--- config.mk ---
export PLATFORM = sky130hd
export DESIGN_NAME = fifo_wr_ctrl
export DESIGN_NICKNAME = d
export VERILOG_FILES = /design/src/rtl/fifo_wr_ctrl.sv
export SDC_FILE = /design/constraint.sdc
export NUM_CORES = 1
export LEC_CHECK = 0
export ABC_AREA = 1
export BUFFER_PORTS_ARGS = -buffer_cell sky130_fd_sc_hd__buf_2
export CAP_MARGIN = 5
export CORE_ASPECT_RATIO = 1.5
export CORE_UTILIZATION = 40
export DETAILED_ROUTE_END_ITERATION = 16
export SYNTH_ARGS = -nofsm -noshare
export SYNTH_HDL_FRONTEND = slang
export SYNTH_SLANG_ARGS = --single-unit
export TNS_END_PERCENT = 10
--- constraint.sdc ---
create_clock -name wclk -period 2.15 [get_ports wclk]
set_input_delay 0.43 -clock wclk [delete_from_list [all_inputs] [get_ports wclk]]
set_output_delay 0.43 -clock wclk [all_outputs]
set_load 0.01 [all_outputs]
--- src/rtl/fifo_wr_ctrl.sv ---
// rtl/fifo_wr_ctrl.sv - async FIFO write-side pointer, Gray publish, rptr sync and flags
module fifo_wr_ctrl #(
  parameter int DEPTH       = 8,
  parameter int SYNC_STAGES = 2,
  parameter int AF_THRESH   = DEPTH - 2,
  localparam int P_WIDTH    = $clog2(DEPTH)
) (
  input  logic               wclk,
  input  logic               wrst,
  input  logic               winc,
  input  logic               wovf_clr,
  input  logic [P_WIDTH:0]   rptr,
  output logic [P_WIDTH-1:0] waddr,
  output logic [P_WIDTH:0]   wptr,
  output logic               wen,
  output logic               wfull,
  output logic               walmost_full,
  output logic [P_WIDTH:0]   wlevel,
  output logic               woverflow
);

  localparam logic [P_WIDTH:0] AF_LVL = (P_WIDTH+1)'(AF_THRESH);

  logic [P_WIDTH:0] wptr_bin;
  logic [P_WIDTH:0] wptr_bin_nxt;
  logic [P_WIDTH:0] rsync [SYNC_STAGES];
  logic [P_WIDTH:0] rptr_s;
  logic [P_WIDTH:0] rbin;

  // A write is only taken when the FIFO is not (pessimistically) full.
  assign wen          = winc & ~wfull;
  assign wptr_bin_nxt = wptr_bin + 1'b1;
  assign waddr        = wptr_bin[P_WIDTH-1:0];

  // Binary write pointer and its registered Gray image advance together,
  // so the published wptr is a clean flop output.
  always_ff @(posedge wclk) begin
    if (wrst) begin
      wptr_bin <= '0;
      wptr     <= '0;
    end else if (wen) begin
      wptr_bin <= wptr_bin_nxt;
      wptr     <= wptr_bin_nxt ^ (wptr_bin_nxt >> 1);
    end
  end

  // Plain flop chain bringing the foreign Gray read pointer into wclk.
  always_ff @(posedge wclk) begin
    if (wrst) begin
      for (int i = 0; i < SYNC_STAGES; i++) rsync[i] <= '0;
    end else begin
      rsync[0] <= rptr;
      for (int i = 1; i < SYNC_STAGES; i++) rsync[i] <= rsync[i-1];
    end
  end

  assign rptr_s = rsync[SYNC_STAGES-1];

  // Gray to binary: each binary bit is the XOR of all Gray bits at or above it.
  always_comb begin
    rbin = '0;
    for (int i = 0; i <= P_WIDTH; i++) rbin[i] = ^(rptr_s >> i);
  end

  // Full when the pointers differ only in the top two Gray bits (one lap apart).
  assign wfull = (wptr == {~rptr_s[P_WIDTH:P_WIDTH-1], rptr_s[P_WIDTH-2:0]});

  assign wlevel       = wptr_bin - rbin;
  assign walmost_full = (wlevel >= AF_LVL);

  // Sticky overflow: a rejected write sets it, and setting beats clearing.
  always_ff @(posedge wclk) begin
    if (wrst)                woverflow <= 1'b0;
    else if (winc && wfull)  woverflow <= 1'b1;
    else if (wovf_clr)       woverflow <= 1'b0;
  end

endmodule

# Yosys cells after proc, flatten, opt, wreduce, memory -nomap -nowiden
# Memory sizes are Yosys's and may differ from the RTL's.
# Index checks and enable logic that the tools add are counted.
[op_classes]
n_addsub = 2
multipliers = 0
div = 0
magnitude_cmp = 1
eq_ne = 1
shifts = 0
n_mux = 7
bitwise = 6
n_reduce_logical = 6
[op_table]
columns = ["operator", "n"]
rows = [
  ["$reduce_xor 4->1", 4],
  ["$mux 4", 2],
  ["$mux 1", 5],
  ["$add 4x1->4 const B", 1],
  ["$eq 4x4->1", 1],
  ["$ge 4x3->1 const B", 1],
  ["$sub 4x4->4", 1],
  ["$xor 4x3->4", 1],
  ["$not 2->2", 1],
  ["$or 1x1->1", 2],
  ["$reduce_bool 2->1", 1],
  ["$and 1x1->1", 1],
  ["$logic_and 1x1->1", 1],
  ["$not 1->1", 1],
]
[totals]
regBits = 9
latchBits = 0
ramBits = 8
romBits = 0
input_bits = 8
wordCells = 27
n_memories = 1
[mem_list]
columns = ["memory", "words", "width", "read_ports", "rd_clocked_by_memory_dff", "wr", "line_no", "text"]
rows = [
  ["rsync", 2, 4, 2, 0, 2, "26", "logic [P_WIDTH:0] rsync [SYNC_STAGES];"],
]

# Depth between registers and ports, before layout
[depth]
ltp_word = 4
depth_mapped = 10
ltp_nobuf = 10

# Least setup slack after synthesis
# Ideal clock, no wire load.
[synth_timing]
kind = "register to output"
startpoint = "mem rsync[0][7] (netlist name)"
endpoint = "out walmost_full"
arrival_ns = 1.682
required_ns = 1.720
slack_ns = 0.038
path_stages_with_launch = 11
path_buffers = 0
cell_sequence = "dfxtp_1 xnor2_1 xnor2_1 inv_1 ha_1 inv_1 fa_1 xnor2_1 inv_1 nand2_1 nand2_1"
[synth_lines]
columns = ["element", "line_no", "text"]
rows = [
  ["start: declaration", "26", ""],
  ["end: declaration", "17", "output logic walmost_full,"],
]

==> results.txt <==
----------------------------------------------------
[STA]
  Worst Setup Slack, final ... -252 ps
  Shortest clock period the worst path allows after layout ... 2400 ps
  Highest Clock Rate ... 416 MHz
  Slew Limit Fails ... 0
  Transition time at the pin with the least slew margin ... 320 ps
  Final Hold Vio Count ... 0
  Summed negative setup slack over all endpoints ... -733 ps
  Count of endpoints failing setup in the final report ... 4
  Relative slew margins ... 78.7%
  RSZ-0062 raised after global routing ... yes
  Largest clock skew in the final design ... 3.84 ps
  Fraction of the cycle the final worst path needs ... 112%

[Clock network]
  Clock latency at the later pin of the worst-skew pair ... 280 ps
  Sink count of the clock tree ... 16
  Clk buf depth ... 2
  Clock root buffer ... sky130_fd_sc_hd__clkbuf_4
  H-tree levels ... 1
  Cts bufs inserted ... 3
  Post-CTS setup buffers ... 0
  CTS hold repair buffers ... 0
  TritonCTS clock tree ... built
  Clock transition at the register clock pins on the worst setup and hold paths after CTS ... 90 ps

[Power]
  Part of the total power dissipated in combinational logic ... 35.5%
  Leakage power figure ... 0.662 nW
  Relative contribution of sequential cells to total power ... 40.5%
  Part of the power in the clock network ... 24.0%
  Peak supply drop ... 394 uV
  Switching pwr ... 0.283 mW
  Int Pwr ... 0.553 mW
  Switching Share ... 33.8%
  Areal power density over the cells ... 712 mW/mm^2

[Synthesis]
  Warnings, synthesis ... 0
  Cell types with the largest area share after synthesis ... sky130_fd_sc_hd__dfxtp_1 35%, sky130_fd_sc_hd__nand2_1 14%, sky130_fd_sc_hd__inv_1 10%
  Fraction of synthesized area in multiplexers ... 0%
  Asr flop ratio synth ... 0%
  Xor and xnor area share after synthesis ... 7.62%
  Simple logic cell fraction of the synthesized area ... 32.2%
  Number of storage elements in the synthesis netlist ... 16
  Largest family of logic cells by synthesized area ... simple AND/OR/NAND/NOR gates
  Ranking of synthesized cells by instance count ... 34 x sky130_fd_sc_hd__nand2_1, 25 x sky130_fd_sc_hd__inv_1, 18 x sky130_fd_sc_hd__nor2_1
  Unique cell type count in the Yosys netlist ... 18
  Arithmetic-cell share of the synthesized area counting full adders, half adders and majority gates ... 7.62%
  Flip-flop cell with the highest count after synthesis ... sky130_fd_sc_hd__dfxtp_1
  Cell with the most instances after synthesis ... sky130_fd_sc_hd__nand2_1
  Syn nets ... 145
  Post-Syn Area per Cell ... 6.97 um^2
  Netlist Area Pre-Place ... 920 um^2
  Yosys top cell area share ... 34.8%
  Complex-gate fraction of the synthesized area ... 3.81%
  Number of flops mapped to enable cells by yosys ... 0
  Dominant cell type by area after synthesis ... sky130_fd_sc_hd__dfxtp_1
  Seq/Total Area, Yosys ... 34.8%
  Post-synthesis cell count ... 132

[Placed design]
  Placer's final routability congestion estimate ... 0.811
  Quantity of I/O buffers inserted on ports ... 22
  Post-placement worst setup slack ... -58.6 ps
  Detailed-placement wirelength estimate ... 1330 um

[Route]
  Per-cell routed wire length ... 9.93 um
  Wirelength, routed ... 1810 um
  Detailed router's first-iteration violation count ... 14
  Via count of the routed design ... 817
  First-pass iteration count of the detailed router ... 4
  DRC violations left ... 0
  Average vias per placed instance ... 4.49
  Final antenna-violating net count ... 0

[Floorplan]
  I/O pins ... 23
  Die area ... 0.00250 mm^2
  Starting utilization of the core area ... 43.7%
  Core area ... 0.00210 mm^2
  Die outline height ... 60.7 um
  Site row count ... 20
  Die extent in x ... 41.2 um

[Setup path]
  Endpoint of the worst-slack reg-to-reg timing path ... wptr[1]$_SDFFE_PP0P_
  Launching point of the worst reg2reg path ... wptr_bin[0]$_SDFFE_PP0P_
  Required time of the worst setup path ... 1720 ps
  Setup crit start kind ... register
  Depth of the worst register-to-register path ... 9
  Largest fanout on the critical path ... 2
  Sort of element at the end of the critical path ... primary output
  Critical path start-end classification ... reg2out
  Slack of the worst reg-to-reg path ... 640 ps
  Worst endpoint data arrival time ... 1970 ps

[GRT]
  Most crowded layer after global routing ... met2
  Met3 layer usage reported by global route ... 3.30%
  Vias in the first global route ... 727
  Met2 Use GR ... 30.8%
  Met1 Use GR ... 18.5%
  First-pass GRT wire length ... 2930 um
  All-layer global routing usage ... 17.6%
  Largest net degree at the start of global routing ... 13
  Total congestion overflow after global routing ... 0
  Number of antenna violations at the first check in global routing ... 0

[Hold path]
  Hold path endpoint ... rsync[0][3]$_SDFF_PP0_
  Worst hold stages ... 3
  Tightest Hold Check Type ... in2reg
  Worst Hold Launch ... rptr[3]

[Outcome]
  Violations in the final reports ... setup timing
  Status ... complete, but fails checks

[Final layout]
  Net count reported at finish ... 174
  Fraction of the core area covered by cells at the end of the flow ... 55.8%
  Area growth from synthesis to layout ... 27.6%
  Antenna Cells ... 0
  Proportion of layout cells with a drive suffix above 1 ... 35.0%

[Run]
  Maxcap violations ... 0

----------------------------------------------------
==> routing by layer <==
metal | up-vias | routed length, um
met5 | - | 0
met4 | 0 | 17
met3 | 2 | 50
met2 | 19 | 987
met1 | 349 | 753
li1 | 447 | -
==> how the worst max path moves through the flow <==
stage | start | endpoint | cells after the start
after floorplan | rsync[0][7]$_SDFF_PP0_ | walmost_full | 10
after global placement | rsync[0][7]$_SDFF_PP0_ | walmost_full | 9
after detailed placement | rsync[0][7]$_SDFF_PP0_ | walmost_full | 9
after CTS | rsync[0][6]$_SDFF_PP0_ | walmost_full | 9
after global routing | rsync[0][7]$_SDFF_PP0_ | walmost_full | 11
final | rsync[0][7]$_SDFF_PP0_ | walmost_full | 11
==> cell usage in the layout, fill, tap and decap left out <==
| master | Yosys | final |
|---|---|---|
| sky130_fd_sc_hd__xnor2_2 | 0 | 4 |
| sky130_fd_sc_hd__a21oi_1 | 7 | 7 |
| sky130_fd_sc_hd__nor2_1 | 18 | 18 |
| sky130_fd_sc_hd__xnor2_1 | 5 | 1 |
| sky130_fd_sc_hd__or2_2 | 1 | 1 |
| sky130_fd_sc_hd__xor2_4 | 0 | 1 |
| sky130_fd_sc_hd__dfxtp_2 | 0 | 4 |
| sky130_fd_sc_hd__buf_2 | 0 | 22 |
| sky130_fd_sc_hd__ha_1 | 4 | 3 |
| sky130_fd_sc_hd__dfxtp_1 | 16 | 12 |
| sky130_fd_sc_hd__xor2_1 | 3 | 2 |
| sky130_fd_sc_hd__ha_2 | 0 | 1 |
| sky130_fd_sc_hd__inv_1 | 25 | 24 |
| sky130_fd_sc_hd__clkbuf_4 | 0 | 3 |
| sky130_fd_sc_hd__clkbuf_8 | 0 | 1 |
| sky130_fd_sc_hd__nand2_1 | 34 | 32 |
| sky130_fd_sc_hd__fa_2 | 0 | 1 |
| sky130_fd_sc_hd__nand4_1 | 1 | 1 |
| sky130_fd_sc_hd__nor2_2 | 1 | 1 |
| sky130_fd_sc_hd__nand2_2 | 2 | 3 |
| sky130_fd_sc_hd__nand2_4 | 0 | 1 |
| sky130_fd_sc_hd__nand3_2 | 5 | 5 |
| sky130_fd_sc_hd__inv_2 | 2 | 3 |
| sky130_fd_sc_hd__buf_4 | 2 | 5 |
| sky130_fd_sc_hd__nand3_1 | 4 | 4 |
==> through the flow <==
step | hold WS [ps] | power (mW) | instances | instance area [um^2]
floorplan | 388 | 0.526 | 132 | 920
global placement | 391 | 0.602 | 178 | 1070
detailed placement | 392 | 0.610 | 178 | 1070
CTS | 328 | 0.830 | 182 | 1150
global route | 318 | 0.908 | 182 | 1170
finish | 338 | 0.836 | 182 | 1170
==> power by group through the flow <==
stage | Sequential, mW | Clock [mW] | Combinational [mW]
floorplan | 0.350 | 0 | 0.176
finish | 0.338 | 0.201 | 0.296
detailed placement | 0.344 | 0 | 0.266
global route | 0.342 | 0.222 | 0.344
CTS | 0.339 | 0.207 | 0.284
global placement | 0.344 | 0 | 0.258
==> critical path: stages, from the launching register on <==
cell and delay (ps):
sky130_fd_sc_hd__dfxtp_2 340, sky130_fd_sc_hd__xnor2_2 190, sky130_fd_sc_hd__xnor2_1 90, sky130_fd_sc_hd__inv_1 60, sky130_fd_sc_hd__ha_2 170, sky130_fd_sc_hd__inv_2 40
sky130_fd_sc_hd__fa_2 340, sky130_fd_sc_hd__xnor2_2 130, sky130_fd_sc_hd__inv_1 70, sky130_fd_sc_hd__nand2_1 60, sky130_fd_sc_hd__nand2_1 50, sky130_fd_sc_hd__buf_2 140
==> repair_timing <==
item,4_1_cts,5_1_grt
gates resized for setup,11,5
endpoints found under the setup margin,4,5
pin swaps,2,1
==> cells by family (layout without fill, tap and decap cells) <==
family / after synthesis / in the layout
compound gates: 7 / 7
xor+xnor: 8 / 8
flops: 16 / 16
buf+inv: 30 / 58
fa+ha+maj: 5 / 5
simple gates: 66 / 66
==> registers in the layout (all words and copies together) (netlist names) <==
| register | count |
|---|---|
| wptr | 4 |
| rsync | 8 |
| woverflow | 1 |
| wptr_bin | 3 |
==> area by class of cell <==
class | instances | area, um^2
multi-input cells | 86 | 536
flip-flops and latches | 16 | 325
fillers | 219 | 928
repair buffers | 27 | 148
inverters | 27 | 101
well taps | 22 | 27.5
clock buffers | 4 | 36.3
(Power assumes the default switching activity.)
